[src/rtl/ether_tx_fifo_reader.sv]
// Purpose: drains one buffered packet per length descriptor from the tx FIFO onto the byte stream, with rewind/retry on abort.
// Latency: a pop in cycle N presents the byte with tx_valid in cycle N+2; at least 3 cycles per byte, one pop in flight.
// Backpressure: a byte is held on tx_data/tx_sop/tx_eop until tx_ready; an empty FIFO stalls the fetch indefinitely.
module ether_tx_fifo_reader #(
   parameter int LEN_W     = 11,
   parameter int MAX_RETRY = 4
) (
   input  logic             clk,
   input  logic             n_rst,
   input  logic             pkt_valid,
   input  logic [LEN_W-1:0] pkt_len,
   output logic             pkt_ready,
   input  logic             fifo_empty,
   input  logic [7:0]       read_data,
   output logic             read_enable,
   output logic             read_start,
   output logic             read_error,
   output logic [7:0]       tx_data,
   output logic             tx_valid,
   output logic             tx_sop,
   output logic             tx_eop,
   input  logic             tx_ready,
   input  logic             tx_abort,
   output logic             tx_done,
   output logic             tx_fail
);

   typedef enum logic [3:0] {
      S_IDLE, S_FETCH, S_WAIT, S_SEND, S_DONE,
      S_ABORT, S_REWIND, S_FAIL, S_DFETCH, S_DWAIT
   } state_t;

   localparam logic [3:0] MAX_RETRY_L = 4'(MAX_RETRY);

   state_t           state_q, state_d;
   logic [LEN_W-1:0] len_q, len_d;
   logic [LEN_W-1:0] cnt_q, cnt_d;
   logic [3:0]       retry_q, retry_d;
   logic [7:0]       data_q, data_d;
   logic             last_byte;
   logic [3:0]       retry_inc;

   assign last_byte = (cnt_q == len_q - LEN_W'(1));
   assign retry_inc = retry_q + 4'd1;
   assign tx_data   = data_q;

   // State and datapath registers; everything clears on reset so outputs drop at once.
   always_ff @(posedge clk or negedge n_rst) begin
      if (!n_rst) begin
         state_q <= S_IDLE;
         len_q   <= '0;
         cnt_q   <= '0;
         retry_q <= '0;
         data_q  <= '0;
      end else begin
         state_q <= state_d;
         len_q   <= len_d;
         cnt_q   <= cnt_d;
         retry_q <= retry_d;
         data_q  <= data_d;
      end
   end

   // Next-state and output decode; an abort seen in FETCH/WAIT/SEND cancels any pop and wins over tx_ready.
   always_comb begin
      state_d     = state_q;
      len_d       = len_q;
      cnt_d       = cnt_q;
      retry_d     = retry_q;
      data_d      = data_q;
      pkt_ready   = 1'b0;
      read_enable = 1'b0;
      read_start  = 1'b0;
      read_error  = 1'b0;
      tx_valid    = 1'b0;
      tx_sop      = 1'b0;
      tx_eop      = 1'b0;
      tx_done     = 1'b0;
      tx_fail     = 1'b0;
      case (state_q)
         S_IDLE: begin
            if (pkt_valid) begin
               pkt_ready = 1'b1;
               len_d     = pkt_len;
               cnt_d     = '0;
               retry_d   = '0;
               state_d   = (pkt_len == '0) ? S_DONE : S_FETCH;
            end
         end
         S_FETCH: begin
            if (tx_abort) begin
               state_d = S_ABORT;
            end else if (!fifo_empty) begin
               read_enable = 1'b1;
               read_start  = (cnt_q == '0);
               state_d     = S_WAIT;
            end
         end
         S_WAIT: begin
            data_d  = read_data;
            state_d = tx_abort ? S_ABORT : S_SEND;
         end
         S_SEND: begin
            tx_valid = 1'b1;
            tx_sop   = (cnt_q == '0);
            tx_eop   = last_byte;
            if (tx_abort) begin
               state_d = S_ABORT;
            end else if (tx_ready) begin
               cnt_d   = cnt_q + LEN_W'(1);
               state_d = last_byte ? S_DONE : S_FETCH;
            end
         end
         S_DONE: begin
            tx_done = 1'b1;
            state_d = S_IDLE;
         end
         S_ABORT: begin
            read_error = 1'b1;
            retry_d    = retry_inc;
            cnt_d      = '0;
            state_d    = (retry_inc < MAX_RETRY_L) ? S_REWIND : S_FAIL;
         end
         S_REWIND: begin
            cnt_d   = '0;
            state_d = S_FETCH;
         end
         S_FAIL: begin
            tx_fail = 1'b1;
            cnt_d   = '0;
            state_d = S_DFETCH;
         end
         S_DFETCH: begin
            if (!fifo_empty) begin
               read_enable = 1'b1;
               read_start  = (cnt_q == '0);
               cnt_d       = cnt_q + LEN_W'(1);
               state_d     = S_DWAIT;
            end
         end
         S_DWAIT: begin
            state_d = (cnt_q == len_q) ? S_IDLE : S_DFETCH;
         end
         default: state_d = S_IDLE;
      endcase
   end

endmodule

[config.mk]
export PLATFORM = sky130hd
export DESIGN_NAME = ether_tx_fifo_reader
export DESIGN_NICKNAME = d
export VERILOG_FILES = /design/src/rtl/ether_tx_fifo_reader.sv
export SDC_FILE = /design/constraint.sdc
export NUM_CORES = 1
export LEC_CHECK = 0
export BUFFER_PORTS_ARGS = -buffer_cell sky130_fd_sc_hd__buf_2
export CAP_MARGIN = 5
export CORE_AREA = 2 2 131 69
export CTS_CLUSTER_DIAMETER = 50
export DETAILED_ROUTE_END_ITERATION = 16
export DIE_AREA = 0 0 133 71
export GPL_ROUTABILITY_DRIVEN = 1
export PLACE_DENSITY = 0.45
export SETUP_SLACK_MARGIN = 0.5
export SLEW_MARGIN = 20
export SYNTH_ARGS = -nofsm -noshare
export SYNTH_HDL_FRONTEND = slang
export SYNTH_SLANG_ARGS = --single-unit
[constraint.sdc]
create_clock -name clk -period 7.68 [get_ports clk]
set_input_delay 0.768 -clock clk [delete_from_list [all_inputs] [get_ports clk]]
set_output_delay 0.768 -clock clk [all_outputs]
set_load 0.1 [all_outputs]
Yosys cells after proc, flatten, opt, wreduce, memory -nomap -nowiden
Cells that the tools add are included.
{"block": "totals", "out_inout_bits": 17, "inputBits": 25, "register_bits": 38, "word_cells": 69}
{"block": "op_classes", "order_cmp": 1, "addsub": 3, "n_reduce_logical": 10, "n_eq_ne": 17, "muxes": 33}
{"operator": "$mux 11", "count": 4}
{"operator": "$pmux 11 s4", "count": 1}
{"operator": "$pmux 4 s9", "count": 1}
{"operator": "$mux 4", "count": 8}
{"operator": "$eq 11x11->1", "count": 2}
{"operator": "$logic_not 11->1", "count": 2}
{"operator": "$eq 4x3->1 const B", "count": 4}
{"operator": "$mux 1", "count": 13}
{"operator": "$add 11x1->11 const B", "count": 1}
{"operator": "$sub 11x1->11 const B", "count": 1}
{"operator": "$mux 3", "count": 3}
{"operator": "$eq 4x2->1 const B", "count": 2}
{"operator": "$eq 4x4->1 const B", "count": 2}
{"operator": "$ne 2x2->1 const B", "count": 4}
{"operator": "$pmux 4 s2", "count": 1}
{"operator": "$ne 3x3->1 const B", "count": 2}
{"operator": "$reduce_and 5->1", "count": 1}
{"operator": "$add 4x1->4 const B", "count": 1}
{"operator": "$eq 4x1->1 const B", "count": 1}
{"operator": "$logic_not 4->1", "count": 1}
{"operator": "$lt 4x3->1 const B", "count": 1}
{"operator": "$pmux 1 s2", "count": 2}
{"operator": "$reduce_and 2->1", "count": 2}
{"operator": "$reduce_and 4->1", "count": 1}
{"operator": "3 further kinds", "count": 3}

Logic depth before layout (Yosys ltp)
Gate-level depths: netlist of run 1.
{"block": "logic_depth", "depth_word": 6, "depth_mapped": 9, "depth_no_buf": 8}

Worst setup path before layout of run 1
No wires, ideal clock.
{"block": "synth_timing", "path_kind": "input -> output", "start": "input tx_abort", "end": "output read_start", "arrival_ps": 4838, "stages": 5, "path_slack_ps": 2074, "required_ps": 6912, "path_buffers": 1, "path_cell_list": "buf_2 -> inv_1 -> nand2_1 -> a211oi_1 -> nor2b_1"}
{"block": "synth_between", "elab_chain_cells": 2}
{"item": "from (decl)", "line": "23", "rtl": "input logic tx_abort,"}
{"item": "$mux 1", "line": "91", "rtl": "if (tx_abort) begin"}
{"item": "$pmux 1 s2", "line": "80", "rtl": "case (state_q)"}
{"item": "to (decl)", "line": "16", "rtl": "output logic read_start,"}
No other way between the ends.

Worst setup path after layout of run 1
{"block": "layout_timing", "start": "register len_q[3]", "end": "output tx_eop"}
{"block": "layout_between", "elab_chain_cells": 3}
{"item": "from (decl)", "line": "36", "rtl": "logic [LEN_W-1:0] len_q, len_d;"}
{"item": "from (signal assigned)", "line": "57", "rtl": "len_q <= len_d;"}
{"item": "$sub 11x1->11", "line": "43", "rtl": "assign last_byte = (cnt_q == len_q - LEN_W'(1));"}
{"item": "$eq 11x11->1", "line": "43"}
{"item": "$mux 1", "line": "80"}
{"item": "to (decl)", "line": "21", "rtl": "output logic tx_eop,"}
No other way between the ends.

==> flow_metrics.py, run 1 <==
metrics = {
    "status": {
        "run_status": "finished clean",
    },
    "worst_setup_path": {
        "cp_data_required_time_ns": 6.91,
        "cp_data_arrival_time_ns": 3.15,
        "crit_slowest_cell": "or4_4",
        "critPathKind": "reg -> out",
        "cp_max_fo": 12,
        "crit_chain": "or4_4, or4_1, a222oi_1, o211ai_1, a211o_1, inv_1, buf_2",
        "worstSetupStartpointType": "flip-flop",
        "cpPeakStageDelay_ns": 0.60,
        "r2r_cells": 6,
        "end_kind": "output pin",
    },
    "synth": {
        "synthTopCellsByCount": "nand2_1, dfrtp_1, nor2_1",
        "synth-seq-cells": 38,
        "synth_top_cell_area_share_pct": 38.9,
        "syn_area_per_cell_um2": 8.58,
        "synth_cells": 285,
        "netlist-cell-type-count": 47,
        "synthArstFlopShare_pct": 100,
        "yosys.area.top_type": "dfrtp_1",
        "synth.area.top_cells": "dfrtp_1, nand2_1, xnor2_1",
        "synth_edf_count": 0,
        "syn-num-nets": 314,
        "yosys_most_used_dff": "dfrtp_1",
        "syn_area_mm2": 0.00244,
        "synth_seq_area_share_pct": 38.9,
        "yosysWarnings": 0,
        "yosysMostFrequentCell": "nand2_1",
    },
    "final_layout": {
        "layout-drive-gt1-share_pct": 20.4,
        "fin_nets": 346,
        "num_antenna_cells": 0,
        "final_util_pct": 34.2,
        "syn_to_final_growth_pct": 17.3,
        "stdcell_count": 435,
    },
    "route": {
        "wl_per_cell_um": 16.1,
        "ant_nets": 0,
        "dr_total_vias": 2196,
        "viasPerCell": 5.05,
        "drtPass1Iterations": 5,
        "wl_met3_um": 459,
        "wl_met2_um": 2230,
        "top_layer": "met4",
        "drt-total-wl_um": 6990,
        "first_iter_violations": 249,
        "met1_length_um": 4260,
        "drc": 0,
    },
    "pwr": {
        "p_switching_w": 0.000658,
        "p_comb_share_pct": 51.8,
        "power_frac_clock_pct": 18.9,
        "sw_frac_of_total_pct": 52.4,
        "p_leak_nw": 1.28,
        "powerDensity_mw_per_mm2": 437,
        "p_int_w": 0.000597,
        "p_total_w": 0.00125,
        "seqPwrFrac_pct": 29.3,
        "ir_drop_mv": 0.207,
    },
    "placed_design": {
        "port_buffers": 41,
        "dp_cells": 427,
        "place_congestion": 0.879,
        "hpwl_um": 5260,
    },
    "floorplan": {
        "start_util_pct": 29.2,
        "die_width_um": 133,
        "num_rows": 24,
        "core_area_mm2": 0.00838,
        "dieArea_mm2": 0.00944,
        "pin_count": 42,
        "die_h_um": 71,
    },
    "global_routing": {
        "grt_pass1_wl_um": 10800,
        "grt_pass1_vias": 1890,
        "gr-total-overflow": 0,
        "antenna_found_initial": 0,
        "grt_max_degree": 39,
        "grt.total_usage_pct": 15.1,
    },
    "clock_network": {
        "h-tree-depth": 2,
        "postCtsSetupBuffers": 0,
        "numCtsBuffers": 5,
        "tritoncts": "yes",
        "cts.sinks": 38,
        "clk_path_buf_depth": 2,
        "clk_latency_ns": 0.29,
        "cts_resized": 0,
        "cts_hold_buf": 0,
        "cts-root-buf": "clkbuf_16",
        "path_clk_slew_ns": 0.06,
    },
    "timing": {
        "min_period_ns": 3.92,
        "tns_ns": 0,
        "hold_slack_ns": 0.506,
        "finalClockSkew_ns": 0.00473,
        "final.period_utilization_pct": 51.0,
        "slew_viol_final": 0,
        "fmax_ghz": 0.255,
        "hold_viol_final": 0,
        "worst_pin_slew_ns": 0.996,
        "slew-limit-headroom_pct": 33.1,
        "rsz0062_at_grt": "no",
        "setup_violations": 0,
    },
    "min_path": {
        "min_path_type": "reg -> reg",
        "min_path_cells": 1,
    },
    "job": {
        "drv_cap": 0,
    },
}
[state kept, by name, indices dropped and copies added (netlist names)]
name     cells
len_q       11
cnt_q       11
tx_data      8
state_q      4
retry_q      4
[placed cells by master, fill, tap and decap left out, drive strengths merged, types with 4 or more instances in the layout]
cell / Yosys / layout
a21oi: 11 / 11
and3: 5 / 5
buf: 7 / 41
clkbuf: 9 / 7
dfrtp: 38 / 38
ha: 4 / 4
inv: 13 / 13
mux2: 8 / 8
nand2: 43 / 43
nand2b: 4 / 4
nand3: 10 / 10
nand4: 11 / 11
nor2: 22 / 22
nor2b: 4 / 4
nor3: 8 / 8
nor4: 8 / 8
o21ai: 15 / 15
o31ai: 4 / 4
or3: 7 / 7
xnor2: 14 / 14
xor2: 11 / 11
[logic make-up after synthesis]
kind of cell             after synthesis  synth area share (%)
buffers and inverters                 29                  5.73
AND/OR/NAND/NOR                      132                  27.6
multiplexers                           9                  4.09
XOR/XNOR                              25                  8.96
AO/OA/AOI/OAI                         47                  12.3
flip-flops                            38                  38.9
adder cells (fa/ha/maj)                5                  2.46
[area by class of cell]
type,instances,area (um2)
clock inverter,1,30.0
clock buffer,7,133
multi-input combinational,218,1350
tap,117,146
sequential,38,951
inverter,13,48.8
timing repair buffer,41,205
fill,891,5510
[through the flow]
stage | setup slack (ns) | cell area (um2)
after global placement | 4.08 | 2710
final | 3.76 | 2870
after floorplan | 2.07 | 2440
after CTS | 3.75 | 2870
after detailed placement | 4.05 | 2710
after global routing | 3.62 | 2870
[critical path: cells and delay by family (launching register included)]
kind	cells	cell delay, ns
compound gates	3	0.78
buf+inv	2	0.47
flops	1	0.50
simple gates	2	1.12
[power groups by stage]
stage	registers (W)	logic (W)	clock network [W]
floorplan	0.000469	0.000404	0
global placement	0.000366	0.000651	0
detailed placement	0.000368	0.000643	0
CTS	0.000364	0.000645	0.000242
global route	0.000377	0.000698	0.000255
finish	0.000368	0.000650	0.000237
[routing by layer]
metal / vias up / global-route usage (%)
met3: 4 / 5.81
met4: 0 / 2.87
met5: - / 0
met1: 1049 / 26.5
li1: 1080 / -
met2: 63 / 15.5
[path summary, 6_finish.rpt]
kind | start | to | slack [ns]
worst max register to register | state_q[2]$_DFFE_PN0P_ | cnt_q[9]$_DFFE_PN0P_ | 4.99
max in group asynchronous | n_rst | cnt_q[1]$_DFFE_PN0P_ | 6.52
worst max-delay path | len_q[3]$_DFFE_PN0P_ | tx_eop | 3.76
worst min-delay path | tx_data[3]$_DFFE_PN0P_ | tx_data[3]$_DFFE_PN0P_ | 0.51
worst min register to register | tx_data[3]$_DFFE_PN0P_ | tx_data[3]$_DFFE_PN0P_ | 0.51
min in group asynchronous | n_rst | retry_q[1]$_DFFE_PN0P_ | 0.60
No activity file was read; power rests on OpenSTA's default activity.
==> run 2, diff against run 1 <==
PLACE_DENSITY = 0.46   (was 0.45)
clock period = 3.5 ns   (was 7.68 ns; I/O delays follow)
==> run 2 against run 1 <==
  * Count of clock-buffer cells in the layout down 1
  * Clock skew is 0.0015 ns higher
  * Worst hold slack got worse by 0.32 ns
  * Setup slack worse by 3.4 ns
  * Sequential cell count unchanged
  * Global-route usage increased by 0.70 points
  * Clock power grew 120%
  * Critical path depth increased by 2
  * Via count is 0.77% higher
  * Sequential power increased by 120%
  * Non-clock buffer count grew 8
  * Die area stayed put
  * Highest routed layer unchanged
==> flow_metrics.py, run 2 (same netlist as run 1, synthesis figures left out) <==
metrics = {
    "job": {
        "drv_cap": 0,
    },
    "floorplan": {
        "start_util_pct": 29.2,
        "die_width_um": 133,
        "dieArea_mm2": 0.00944,
        "pin_count": 42,
        "die_h_um": 71,
        "num_rows": 24,
        "core_area_mm2": 0.00838,
    },
    "global_routing": {
        "grt.total_usage_pct": 15.8,
        "antenna_found_initial": 0,
        "grt_max_degree": 39,
        "gr-total-overflow": 0,
        "grt_pass1_wl_um": 11300,
        "grt_pass1_vias": 2006,
    },
    "route": {
        "dr_total_vias": 2213,
        "drc": 0,
        "first_iter_violations": 168,
        "ant_nets": 0,
        "viasPerCell": 5.01,
        "drt-total-wl_um": 7040,
        "wl_per_cell_um": 15.9,
        "drtPass1Iterations": 4,
    },
    "clock_network": {
        "h-tree-depth": 2,
        "cts-root-buf": "clkbuf_16",
        "path_clk_slew_ns": 0.06,
        "cts.sinks": 38,
        "cts_hold_buf": 0,
        "tritoncts": "yes",
        "clk_path_buf_depth": 2,
        "numCtsBuffers": 5,
        "clk_latency_ns": 0.29,
    },
    "placed_design": {
        "dp_cells": 431,
        "port_buffers": 41,
        "hpwl_um": 5460,
        "place_congestion": 0.868,
        "post_dp_cell_area_mm2": 0.00277,
    },
    "worst_setup_path": {
        "cp_data_arrival_time_ns": 2.82,
        "cp_data_required_time_ns": 3.15,
        "reg2reg_to": "state_q[2]$_DFFE_PN0P_",
        "worstSetupStartpointType": "flip-flop",
        "cp_max_fo": 6,
        "startpoint": "len_q[0]$_DFFE_PN0P_",
        "critPathKind": "reg -> out",
        "end_kind": "output pin",
        "r2r-start": "len_q[0]$_DFFE_PN0P_",
        "r2r_cells": 8,
        "endpoint": "tx_eop",
        "reg2reg_slack_ns": 1.01,
    },
    "pwr": {
        "ir_drop_mv": 0.596,
        "p_leak_nw": 1.31,
        "powerDensity_mw_per_mm2": 960,
        "p_total_w": 0.00286,
    },
    "final_layout": {
        "final_util_pct": 35.5,
        "final_cell_mix": "nand2_1, buf_2, dfrtp_1, nor2_1, o21ai_0",
        "final_common_cell": "nand2_1",
        "syn_to_final_growth_pct": 21.8,
        "fin_nets": 354,
        "stdcell_count": 442,
        "num_antenna_cells": 0,
        "layout-drive-gt1-share_pct": 24.9,
        "finalInstanceArea_mm2": 0.00298,
    },
    "timing": {
        "rsz0062_at_grt": "yes",
        "setup_violations": 0,
        "slew-limit-headroom_pct": 38.8,
        "tns_ns": 0,
        "min_period_ns": 3.17,
        "fmax_ghz": 0.315,
        "final.period_utilization_pct": 90.6,
        "worst_pin_slew_ns": 0.918,
        "slew_viol_final": 0,
        "finalClockSkew_ns": 0.00626,
        "hold_viol_final": 0,
    },
    "min_path": {
        "min_path_type": "in -> async",
    },
    "status": {
        "run_status": "finished clean",
    },
}
run 2: final cells by class:
type / count / area (um2)
fillers: 883 / 5400
multi-input cells: 218 / 1380
flip-flops and latches: 38 / 953
repair buffers: 49 / 280
well taps: 117 / 146
clock buffers: 6 / 139
inverters: 13 / 52.6
clock inverters: 1 / 30.0
run 2: metrics by stage:
stage / hold slack, ns / setup WS [ns]
after floorplan: 0.0544 / 0.467
after global placement: 0.487 / 0.523
after detailed placement: 0.490 / 0.427
after CTS: 0.221 / 0.334
after global routing: 0.256 / 0.142
final: 0.186 / 0.330
run 2: how the worst min path moves through the flow:
stage / end / cells past startpoint / slack [ns] / from
4_1_cts: cnt_q[0]$_DFFE_PN0P_ / 1 / 0.22 / n_rst
5_1_grt: cnt_q[1]$_DFFE_PN0P_ / 1 / 0.26 / n_rst
2_1_floorplan: cnt_q[0]$_DFFE_PN0P_ / 0 / 0.05 / n_rst
3_5_place_dp: tx_data[0]$_DFFE_PN0P_ / 1 / 0.49 / tx_data[0]$_DFFE_PN0P_
6_report: cnt_q[7]$_DFFE_PN0P_ / 1 / 0.19 / n_rst
3_3_place_gp: tx_data[1]$_DFFE_PN0P_ / 1 / 0.49 / tx_data[1]$_DFFE_PN0P_
run 2: timing repair:
item,4_1_cts,5_1_grt
buffers inserted,4,0
endpoints found under the setup margin,1,1
resized for setup,3,0
pin swaps,5,0
run 2: worst max-delay path, stage by stage (launching register included):
cell        delay [ns]
dfrtp_1           0.43
inv_1             0.13
ha_2              0.24
nand2b_1          0.15
or4_1             0.53
a222oi_1          0.27
o211ai_1          0.20
a211o_1           0.32
clkinvlp_4        0.10
buf_12            0.16
run 2: metal layers:
metal | GRT usage [%] | share of wire [%] | vias to the layer above
met1 | 26.8 | 57 | 1037
li1 | - | - | 1088
met2 | 18.1 | 34 | 84
met4 | 4.30 | 0.65 | 0
met5 | 0 | 0 | -
met3 | 4.44 | 8.8 | 4
run 2: report_power, final:
part           switching [W]  internal [W]
sequential          0.000214      0.000582
combinational        0.00108      0.000452
clock               0.000180      0.000352
